`src/rtl/piece_render_sched_if.sv`:
```
// Board-state RAM read bus between the piece scheduler (master) and the RAM (slave).
interface piece_render_sched_if;
  logic       board_rd;
  logic [5:0] board_addr;
  logic [3:0] board_q;

  modport master (output board_rd, output board_addr, input board_q);
  modport slave  (input board_rd, input board_addr, output board_q);
endinterface

```
`src/rtl/piece_render_sched.sv`:
```
// Per-scanline piece sprite scheduler for the 8x8 board: line prefetch in hblank, pixel outputs in active video.
// Defining PIECE_CURSOR_EN adds the cursor_sq/cursor_en inputs and the cursor_on border output.
module piece_render_sched #(
  parameter int BOARD_X = 80,
  parameter int BOARD_Y = 0,
  parameter int SQ      = 60,
  parameter int SPR     = 55,
  parameter int PAD     = 2,
  parameter int FETCH_X = 640,
  parameter int V_TOTAL = 525
) (
  input  logic                 vga_clk,
  input  logic                 Reset,
  input  logic [9:0]           DrawX,
  input  logic [9:0]           DrawY,
  piece_render_sched_if.master board,
  output logic                 fetch_busy,
  output logic [3:0]           piece_code,
  output logic [11:0]          sprite_addr,
  output logic                 sprite_on,
  output logic                 board_on,
  output logic                 square_dark
`ifdef PIECE_CURSOR_EN
  ,
  input  logic [5:0]           cursor_sq,
  input  logic                 cursor_en,
  output logic                 cursor_on
`endif
);

  typedef enum logic [1:0] {IDLE = 2'd0, READ = 2'd1, DRAIN = 2'd2} state_t;

  localparam logic [9:0]  X_START = 10'(BOARD_X);
  localparam logic [9:0]  Y_START = 10'(BOARD_Y);
  localparam logic [9:0]  X_FETCH = 10'(FETCH_X);
  localparam logic [9:0]  Y_LAST  = 10'(V_TOTAL - 1);
  localparam logic [5:0]  SQ_LAST = 6'(SQ - 1);
  localparam logic [5:0]  PAD_LO  = 6'(PAD);
  localparam logic [5:0]  PAD_HI  = 6'(PAD + SPR);
  localparam logic [11:0] PAD_W   = 12'(PAD);
  localparam logic [11:0] SPR_W   = 12'(SPR);

  function automatic logic in_span(input logic [9:0] v, input int lo, input int len);
    int vi;
    vi = int'({22'd0, v});
    return (vi >= lo) && (vi < lo + len);
  endfunction

  logic [9:0]  next_y_s;
  logic        next_in_s, in_x_s, in_y_s, fetch_trig_s;
  logic [2:0]  row_r, row_s, col_r, col_s;
  logic [5:0]  ry_r, ry_s, cx_r, cx_s;
  state_t      state_r, state_s;
  logic [2:0]  idx_r, idx_s, wr_idx_r;
  logic        rd_s, board_rd_r, busy_s, busy_r, wr_en_r;
  logic [5:0]  addr_s, board_addr_r;
  logic [3:0]  linebuf_r [8];
  logic [3:0]  code_s, piece_s, piece_r;
  logic        on_s, pix_in_s, spr_on_s, dark_s;
  logic        on_r, spr_on_r, dark_r;
  logic [11:0] saddr_s, saddr_r;

  // Line geometry and row/column counter next values
  always_comb begin
    next_y_s     = (DrawY == Y_LAST) ? 10'd0 : DrawY + 10'd1;
    next_in_s    = in_span(next_y_s, BOARD_Y, 8 * SQ);
    in_x_s       = in_span(DrawX, BOARD_X, 8 * SQ);
    in_y_s       = in_span(DrawY, BOARD_Y, 8 * SQ);
    fetch_trig_s = (DrawX == X_FETCH);
    row_s        = row_r;
    ry_s         = ry_r;
    col_s        = col_r;
    cx_s         = cx_r;
    if (fetch_trig_s && (next_y_s == Y_START)) begin
      row_s = 3'd0;
      ry_s  = 6'd0;
    end else if (fetch_trig_s && next_in_s) begin
      if (ry_r == SQ_LAST) begin
        ry_s  = 6'd0;
        row_s = row_r + 3'd1;
      end else begin
        ry_s  = ry_r + 6'd1;
      end
    end else begin
      row_s = row_r;
      ry_s  = ry_r;
    end
    if (DrawX == X_START) begin
      col_s = 3'd0;
      cx_s  = 6'd0;
    end else if (in_x_s) begin
      if (cx_r == SQ_LAST) begin
        cx_s  = 6'd0;
        col_s = col_r + 3'd1;
      end else begin
        cx_s  = cx_r + 6'd1;
      end
    end else begin
      col_s = col_r;
      cx_s  = cx_r;
    end
  end

  // Prefetch FSM next state; read strobe and address are registered with the state
  always_comb begin
    state_s = state_r;
    idx_s   = idx_r;
    rd_s    = 1'b0;
    addr_s  = 6'd0;
    case (state_r)
      IDLE: begin
        if (fetch_trig_s && next_in_s) begin
          state_s = READ;
          idx_s   = 3'd0;
          rd_s    = 1'b1;
          addr_s  = {row_s, 3'd0};
        end else begin
          state_s = IDLE;
        end
      end
      READ: begin
        if (idx_r == 3'd7) begin
          state_s = DRAIN;
        end else begin
          idx_s  = idx_r + 3'd1;
          rd_s   = 1'b1;
          addr_s = {row_r, idx_s};
        end
      end
      DRAIN:   state_s = IDLE;
      default: state_s = IDLE;
    endcase
    busy_s = (state_s != IDLE);
  end

  // Prefetch state register; the line-buffer write trails each read by one cycle
  always_ff @(posedge vga_clk) begin
    if (Reset) begin
      state_r      <= IDLE;
      idx_r        <= 3'd0;
      board_rd_r   <= 1'b0;
      board_addr_r <= 6'd0;
      busy_r       <= 1'b0;
      wr_en_r      <= 1'b0;
      wr_idx_r     <= 3'd0;
    end else begin
      state_r      <= state_s;
      idx_r        <= idx_s;
      board_rd_r   <= rd_s;
      board_addr_r <= addr_s;
      busy_r       <= busy_s;
      wr_en_r      <= board_rd_r;
      wr_idx_r     <= board_addr_r[2:0];
    end
  end

  // Line buffer of the eight piece codes for the current board line
  always_ff @(posedge vga_clk) begin
    if (Reset) begin
      for (int i = 0; i < 8; i++) linebuf_r[i] <= 4'd0;
    end else if (wr_en_r) begin
      linebuf_r[wr_idx_r] <= board.board_q;
    end
  end

  // Pixel output terms for the current DrawX/DrawY
  always_comb begin
    on_s     = in_x_s & in_y_s;
    pix_in_s = (cx_s >= PAD_LO) && (cx_s < PAD_HI) && (ry_r >= PAD_LO) && (ry_r < PAD_HI);
    code_s   = linebuf_r[col_s];
    piece_s  = on_s ? code_s : 4'd0;
    spr_on_s = on_s & pix_in_s & (code_s != 4'd0);
    dark_s   = on_s & (row_r[0] ^ col_s[0]);
    saddr_s  = spr_on_s ? (({6'd0, cx_s} - PAD_W) + ({6'd0, ry_r} - PAD_W) * SPR_W) : 12'd0;
  end

  // Counter state and the single output register stage
  always_ff @(posedge vga_clk) begin
    if (Reset) begin
      row_r    <= 3'd0;
      ry_r     <= 6'd0;
      col_r    <= 3'd0;
      cx_r     <= 6'd0;
      on_r     <= 1'b0;
      spr_on_r <= 1'b0;
      dark_r   <= 1'b0;
      piece_r  <= 4'd0;
      saddr_r  <= 12'd0;
    end else begin
      row_r    <= row_s;
      ry_r     <= ry_s;
      col_r    <= col_s;
      cx_r     <= cx_s;
      on_r     <= on_s;
      spr_on_r <= spr_on_s;
      dark_r   <= dark_s;
      piece_r  <= piece_s;
      saddr_r  <= saddr_s;
    end
  end

`ifdef PIECE_CURSOR_EN
  logic cursor_s, cursor_r;

  // Cursor border: the PAD-wide frame around the selected square
  always_comb begin
    cursor_s = on_s & cursor_en & ({row_r, col_s} == cursor_sq) & ~pix_in_s;
  end

  // Cursor output register, aligned with the other pixel outputs
  always_ff @(posedge vga_clk) begin
    if (Reset) begin
      cursor_r <= 1'b0;
    end else begin
      cursor_r <= cursor_s;
    end
  end

  assign cursor_on = cursor_r;
`endif

  assign board.board_rd   = board_rd_r;
  assign board.board_addr = board_addr_r;
  assign fetch_busy       = busy_r;
  assign piece_code       = piece_r;
  assign sprite_addr      = saddr_r;
  assign sprite_on        = spr_on_r;
  assign board_on         = on_r;
  assign square_dark      = dark_r;

endmodule

```
`src/flat_wrapper.sv`:
```
// flat-port wrapper written by rule: the top's interface ports become plain ports
module piece_render_sched_flat 
#(
  parameter int BOARD_X = 80,
  parameter int BOARD_Y = 0,
  parameter int SQ      = 60,
  parameter int SPR     = 55,
  parameter int PAD     = 2,
  parameter int FETCH_X = 640,
  parameter int V_TOTAL = 525
)
  (vga_clk, Reset, DrawX, DrawY, fetch_busy, piece_code, sprite_addr, sprite_on, board_on, square_dark, board_board_rd, board_board_addr, board_board_q);
  piece_render_sched_if board_i ();
  input  logic vga_clk;
  input  logic Reset;
  input  logic [9:0] DrawX;
  input  logic [9:0] DrawY;
  output logic fetch_busy;
  output logic [3:0] piece_code;
  output logic [11:0] sprite_addr;
  output logic sprite_on;
  output logic board_on;
  output logic square_dark;
  output wire logic [$bits(board_i.board_rd)-1:0] board_board_rd;
  output wire logic [$bits(board_i.board_addr)-1:0] board_board_addr;
  input wire logic [$bits(board_i.board_q)-1:0] board_board_q;
  assign board_board_rd = board_i.board_rd;
  assign board_board_addr = board_i.board_addr;
  assign board_i.board_q = board_board_q;
  piece_render_sched #(.BOARD_X(BOARD_X), .BOARD_Y(BOARD_Y), .SQ(SQ), .SPR(SPR), .PAD(PAD), .FETCH_X(FETCH_X), .V_TOTAL(V_TOTAL)) u_core (.vga_clk(vga_clk), .Reset(Reset), .DrawX(DrawX), .DrawY(DrawY), .board(board_i), .fetch_busy(fetch_busy), .piece_code(piece_code), .sprite_addr(sprite_addr), .sprite_on(sprite_on), .board_on(board_on), .square_dark(square_dark));
endmodule
```
`config.mk`:
```
export PLATFORM = sky130hd
export DESIGN_NAME = piece_render_sched_flat
export DESIGN_NICKNAME = d
export VERILOG_FILES = /design/src/rtl/piece_render_sched_if.sv /design/src/rtl/piece_render_sched.sv /design/src/flat_wrapper.sv
export SDC_FILE = /design/constraint.sdc
export NUM_CORES = 1
export LEC_CHECK = 0
export CAP_MARGIN = 30
export CORE_MARGIN = 2
export CORE_UTILIZATION = 25
export CTS_BUF_LIST = sky130_fd_sc_hd__clkbuf_16
export DETAILED_ROUTE_END_ITERATION = 16
export GPL_ROUTABILITY_DRIVEN = 0
export GPL_TIMING_DRIVEN = 0
export HOLD_SLACK_MARGIN = 0.15
export MAX_ROUTING_LAYER = met4
export PLACE_DENSITY_LB_ADDON = 0.08
export SKIP_CTS_REPAIR_TIMING = 1
export SLEW_MARGIN = 20
export SYNTH_ARGS = -nofsm -noshare
export SYNTH_HDL_FRONTEND = slang
export SYNTH_SLANG_ARGS = --single-unit
```
`constraint.sdc`:
```
create_clock -name vga_clk -period 5.7 [get_ports vga_clk]
set_input_delay 0.855 -clock vga_clk [delete_from_list [all_inputs] [get_ports vga_clk]]
set_output_delay 0.855 -clock vga_clk [all_outputs]
set_load 0.01 [all_outputs]
```
* After elaboration in Yosys (flattened, before gate mapping)
Memory sizes are Yosys's and may differ from the RTL's.
Cells that the tools add are included.
** Operators by class
- Add/subtract/negate cells :: 9
- Multiply operators :: 1
- Magnitude comparators :: 8
- Eq/ne operators :: 9
- Muxes and demuxes :: 31
- Bitwise operators :: 7
- Reductions and logical operators :: 16
** Operator list (number)
- 6-bit two-way mux :: 6
- 3-bit two-way mux :: 9
- 10-bit == test (second input constant) :: 2
- 10-bit by 9-bit less-than comparator with 1-bit output (second input constant) :: 2
- 6-bit by 2-bit subtractor with 7-bit output (second input constant) :: 2
- 12-bit adder :: 1
- 6-bit by 1-bit adder with 6-bit output (second input constant) :: 2
- 6-bit == test (second input constant) :: 2
- 6-bit by 2-bit greater-or-equal comparator with 1-bit output (second input constant) :: 2
- 6-bit less-than comparator (second input constant) :: 2
- 12-bit by 6-bit multiplier with 12-bit output (second input constant) :: 1
- 6-bit one-hot mux with 2 select lines :: 1
- 10-bit by 1-bit adder with 10-bit output (second input constant) :: 1
- 10-bit by 7-bit == test with 1-bit output (second input constant) :: 1
- 10-bit by 7-bit greater-or-equal comparator with 1-bit output (second input constant) :: 1
- 10-bit zero test :: 1
- 10-bit less-than comparator (second input constant) :: 1
- 10-bit two-way mux :: 1
- 3-bit by 1-bit adder with 3-bit output (second input constant) :: 3
- 1-bit two-way mux :: 9
- 1-bit logical AND :: 6
- 3-bit one-hot mux with 2 select lines :: 1
- 2-bit OR reduction :: 3
- 1-bit bitwise AND :: 4
- 15 further kinds :: 17
** Storage, ports and cells
- Flip-flop bits (word level) :: 54
- Bits in writable memories :: 32
- Input port bits :: 26
- Output and inout port bits :: 27
- Memories kept :: 1
** Memory list
- u_core.linebuf_r :: depth 8, width 4, read ports 1, clocked after memory_dff 0, wr ports 8, line piece_render_sched.sv:57 : logic [3:0] linebuf_r [8];

* Longest topological paths before layout
- Depth after elaboration :: 12
- Gate-level depth with buffers :: 20
- Mapped depth without buffers :: 19

* Least setup slack after synthesis
No wires, ideal clock.
- Path kind :: register to register
- From :: reg u_core.ry_r[2]
- To :: reg u_core.saddr_r[11], in the netlist u_core.sprite_addr[11]
- Setup time :: 0.120 ns
- Arrival :: 4.936 ns
- Required time :: 5.580 ns
- Setup slack :: 0.644 ns
- Cell stages (with the launch flop) :: 21
- Buffers on the path :: 1
- Period minus slack after synthesis :: 5.056 ns
- Cells stage by stage :: dfxtp_1 > clkbuf_1 > inv_1 > ha_1 > or3b_2 > xnor2_1 > inv_1 > ha_1 > xnor2_1 > fa_1 > fa_1 > inv_1 > fa_1 > inv_1 > ha_1 > or3_1 > o21ai_0 > a21oi_1 > a31oi_1 > xnor2_1 > nor3_2
** On the way
- Word-level cells in the longest chain between the ends :: 7
** RTL lines
- start: declaration :: line piece_render_sched.sv:52 : logic [5:0] ry_r, ry_s, cx_r, cx_s;
- start signal: assignment :: line piece_render_sched.sv:191 : ry_r <= ry_s;
- branches (longest 7 deep; another with 12-bit by 6-bit multiplier with 12-bit output)
- end signal: assignment :: line piece_render_sched.sv:198 : saddr_r <= saddr_s;
- end: declaration :: line piece_render_sched.sv:61 : logic [11:0] saddr_s, saddr_r;
Several ways; the timed one is not identified.
A chain may end at the register's enable or synchronous reset.

* Worst setup path in the final report
Ends and elaborated chain as after synthesis.

==> results_dict.tcl <==
set metrics [dict create \
    htreeDepth 3 \
    grt_pass1_wl_um 21700 \
    portBuffers 51 \
    cp_max_fo 9 \
    fin_cells 896 \
    dp_hpwl_um 10200 \
    vias 4088 \
    rsz0062_at_grt "no" \
    path_clk_slew_ns 0.08 \
    worstSetupPathType "reg -> reg" \
    wl_per_cell_um 14.6 \
    tightest_slew_ns 0.746 \
    rr_worst_depth 20 \
    maxCapViolations 0 \
    drc_errors 0 \
    netlist_top_cells_area "dfxtp_1, edfxtp_1, ha_1, fa_1, and2_1" \
    cp_common_cell "inv_1" \
    antenna_found_initial 0 \
    endpoint_kind "flip-flop" \
    netlist.area_leader.share 0.195 \
    setup_violations 0 \
    grt_max_degree 19 \
    die_y_um 153 \
    slew_viol_final 0 \
    timing.hold.ws_ns 0.478 \
    leakage_uw 0.00264 \
    seq_power_share 0.439 \
    dp.cells 880 \
    die_w_um 153 \
    dpl_worst_slack_ns 0.0751 \
    start_util 0.254 \
    synth_edf_count 32 \
    rrSetupSlack_ns 0.40 \
    p_sw_frac 0.285 \
    synthDistinctLibCells 67 \
    powerDensity_nw_per_um2 219 \
    fin_tns_setup_ns 0 \
    ioPinCount 53 \
    combPwrFrac 0.153 \
    switchingPower_uw 421 \
    hold_start "u_core.idx_r[0]" \
    hold_viol 0 \
    peakVddDrop_mv 0.143 \
    slowest_stage "or3b_2" \
    internal_power_uw 1060 \
    cts.sinks 86 \
    insertion_delay_ns 0.35 \
    yosysSeqAreaShare 0.368 \
    synth_flop_cell "dfxtp_1" \
    final_util 0.309 \
    avgSynthCellArea_sq_um 10.1 \
    period_needed_ns 5.30 \
    worstPathArrival_ns 5.58 \
    crit_required_ns 5.98 \
    worstPathCellList "clkbuf_1 -> inv_1 -> ha_1 -> or3b_2 -> xnor2_4 -> inv_1 -> ha_1 -> xnor2_1 -> fa_1 -> fa_1 -> inv_1 -> fa_1 -> inv_1 -> ha_1 -> or3_1 -> o21ai_0 -> a21oi_1 -> a31oi_1 -> xnor2_1 -> nor3_2" \
    synthArstFlopShare 0 \
    drive_gt1_frac 0.0893 \
    clockBufferDepth 2 \
    netlist_instances 549 \
    final_nets 694 \
    drt-total-wl_um 13100 \
    netlist_area_sq_um 5550 \
    whs_endpoint "u_core.board.board_addr[0]" \
    syn_nets 632 \
    clkPwrFrac 0.408 \
    slew_headroom 0.497 \
    fin_ws_ns 0.399 \
    antenna_cells 0 \
    hold_path_class "reg -> reg" \
    dr.pass1.iters 4 \
    vias_per_cell 4.56 \
    detail-route-antenna-nets 0 \
    yosys_warnings 0 \
    cts-root-buf "clkbuf_16" \
    max_freq_ghz 0.189 \
    area_delta_synth_final_pct 21.4 \
    fin_crit_sh 0.930 \
    globalRouteOverflowTotal 0 \
    ys_seq_elements 86 \
    whs_path_depth 1 \
    status "complete, no violations" \
    slowest_delay_ns 0.56 \
    cts_tree "yes" \
    die-area_sq_um 23400 \
    crit_path_start_kind "flip-flop" \
    reg2reg_to "u_core.sprite_addr[11]" \
    grt.total_usage 0.121 \
    finalClockSkew_ns 0.0133 \
    core-area_sq_um 21800 \
    r2r-start "u_core.ry_r[2]" \
    synth_top_area_cell "dfxtp_1" \
    rows 54 \
    grt_pass1_vias 4207 \
    drt-initial-drc-count 162 \
    cts_made_buffers 9 \
]
-- worst max path at each step --
stage              startpoint                      to  slack (ns)  cells after the start
4_1_cts        u_core.ry_r[2]  u_core.sprite_addr[10]        0.12                     18
3_5_place_dp         DrawX[7]  u_core.sprite_addr[10]        0.08                     17
5_1_grt        u_core.ry_r[2]  u_core.sprite_addr[11]        0.04                     20
2_1_floorplan  u_core.ry_r[2]  u_core.sprite_addr[11]        0.64                     20
6_report       u_core.ry_r[2]  u_core.sprite_addr[11]        0.40                     20
3_3_place_gp         DrawX[7]  u_core.sprite_addr[10]        0.13                     17
-- layout by cell type (no fill, tap or decap), types with 3 or more instances in the layout --
master and count:
nor3b_1 3, inv_8 3, nand2_1 16, a21oi_1 13, o31ai_1 3, clkbuf_16 9, o21ai_0 13, or3_1 6
nor4_1 7, mux4_1 8, or2_2 11, and3_1 5, edfxtp_1 32, inv_1 55, clkdlybuf4s50_1 51, mux2_2 3
nor2b_1 13, dfxtp_1 54, nand4_1 6, and2_1 39, o22ai_1 3, mux2i_1 10, fa_1 20, ha_1 37
nand2b_1 7, a21o_1 7, nand3_1 9, nor3_2 7, nor3_1 16, o21a_1 5, clkbuf_1 9, xnor2_1 26
nor2_1 49, nand3b_1 3, xor2_1 10
-- cells by family after synthesis --
| kind of cell | share of synthesized area |
|---|---|
| and+or+nand+nor | 0.220 |
| DFF | 0.368 |
| AOI/OAI and AO/OA | 0.0886 |
| buffers and inverters | 0.0471 |
| adders and majority gates | 0.156 |
| xor gates and xnor gates | 0.0584 |
| muxes | 0.0620 |
-- final cells by class --
cell class / instances / area, sq um
sequential: 86 / 2040
fill: 2271 / 15100
tap: 280 / 350
buffer: 12 / 55.1
clock buffer: 9 / 225
multi-input combinational: 396 / 3270
timing repair buffer: 51 / 510
inverter: 55 / 206
clock inverter: 7 / 75.1
-- stage by stage --
stage	power (uW)	cell area, sq um
2_1_floorplan	818	5550
3_3_place_gp	888	6410
3_5_place_dp	890	6410
4_1_cts	1510	6710
5_1_grt	1560	6740
6_report	1480	6740
-- power by group through the flow --
stage	clock network [uW]	registers (uW)	logic, uW
6_report	602	649	226
5_1_grt	656	650	255
4_1_cts	633	649	228
3_5_place_dp	0	663	227
3_3_place_gp	0	663	225
2_1_floorplan	0	661	156
-- flip-flops by register name, summed over array words and instances (netlist names) --
register                 cells
u_core.board.board_addr      6
u_core.board.board_rd        1
u_core.board_on              1
u_core.col_r                 3
u_core.cx_r                  6
u_core.fetch_busy            1
u_core.idx_r                 3
u_core.linebuf_r            32
u_core.piece_code            4
u_core.row_r                 3
u_core.ry_r                  6
u_core.sprite_addr          12
u_core.sprite_on             1
u_core.square_dark           1
u_core.state_r               2
u_core.wr_en_r               1
u_core.wr_idx_r              3
-- worst max-delay path, delay by kind of cell, from the launching register on --
kind | cells | cell delay [ns]
adders and majority gates | 6 | 2.40
xor gates and xnor gates | 3 | 0.58
buffers and inverters | 5 | 0.51
AOI/OAI and AO/OA | 3 | 0.41
and+or+nand+nor | 3 | 1.03
DFF | 1 | 0.31
-- synth_stat cells (5+ instances only) --
master	n
nand2_1	16
dfxtp_1	54
and3_1	5
nor4_1	7
nand4_1	6
clkbuf_1	9
nor2b_1	13
ha_1	37
fa_1	20
o21a_1	5
o21ai_0	13
nand2b_1	7
or2_2	11
or3_1	6
and2_1	39
nand3_1	9
inv_1	55
xnor2_1	27
nor3_2	7
a21oi_1	13
nor3_1	16
a21o_1	7
xor2_1	10
mux4_1	8
mux2i_1	10
nor2_1	49
edfxtp_1	32
-- metal layers --
metal	GRT usage	wire length, um	vias to the layer above
met4	0.0375	248	0
met1	0.141	6040	1988
met2	0.210	6600	43
met5	-	0	-
met3	0.0221	233	14
li1	-	-	2043
Note: power is estimated with default switching activity, not from simulation.
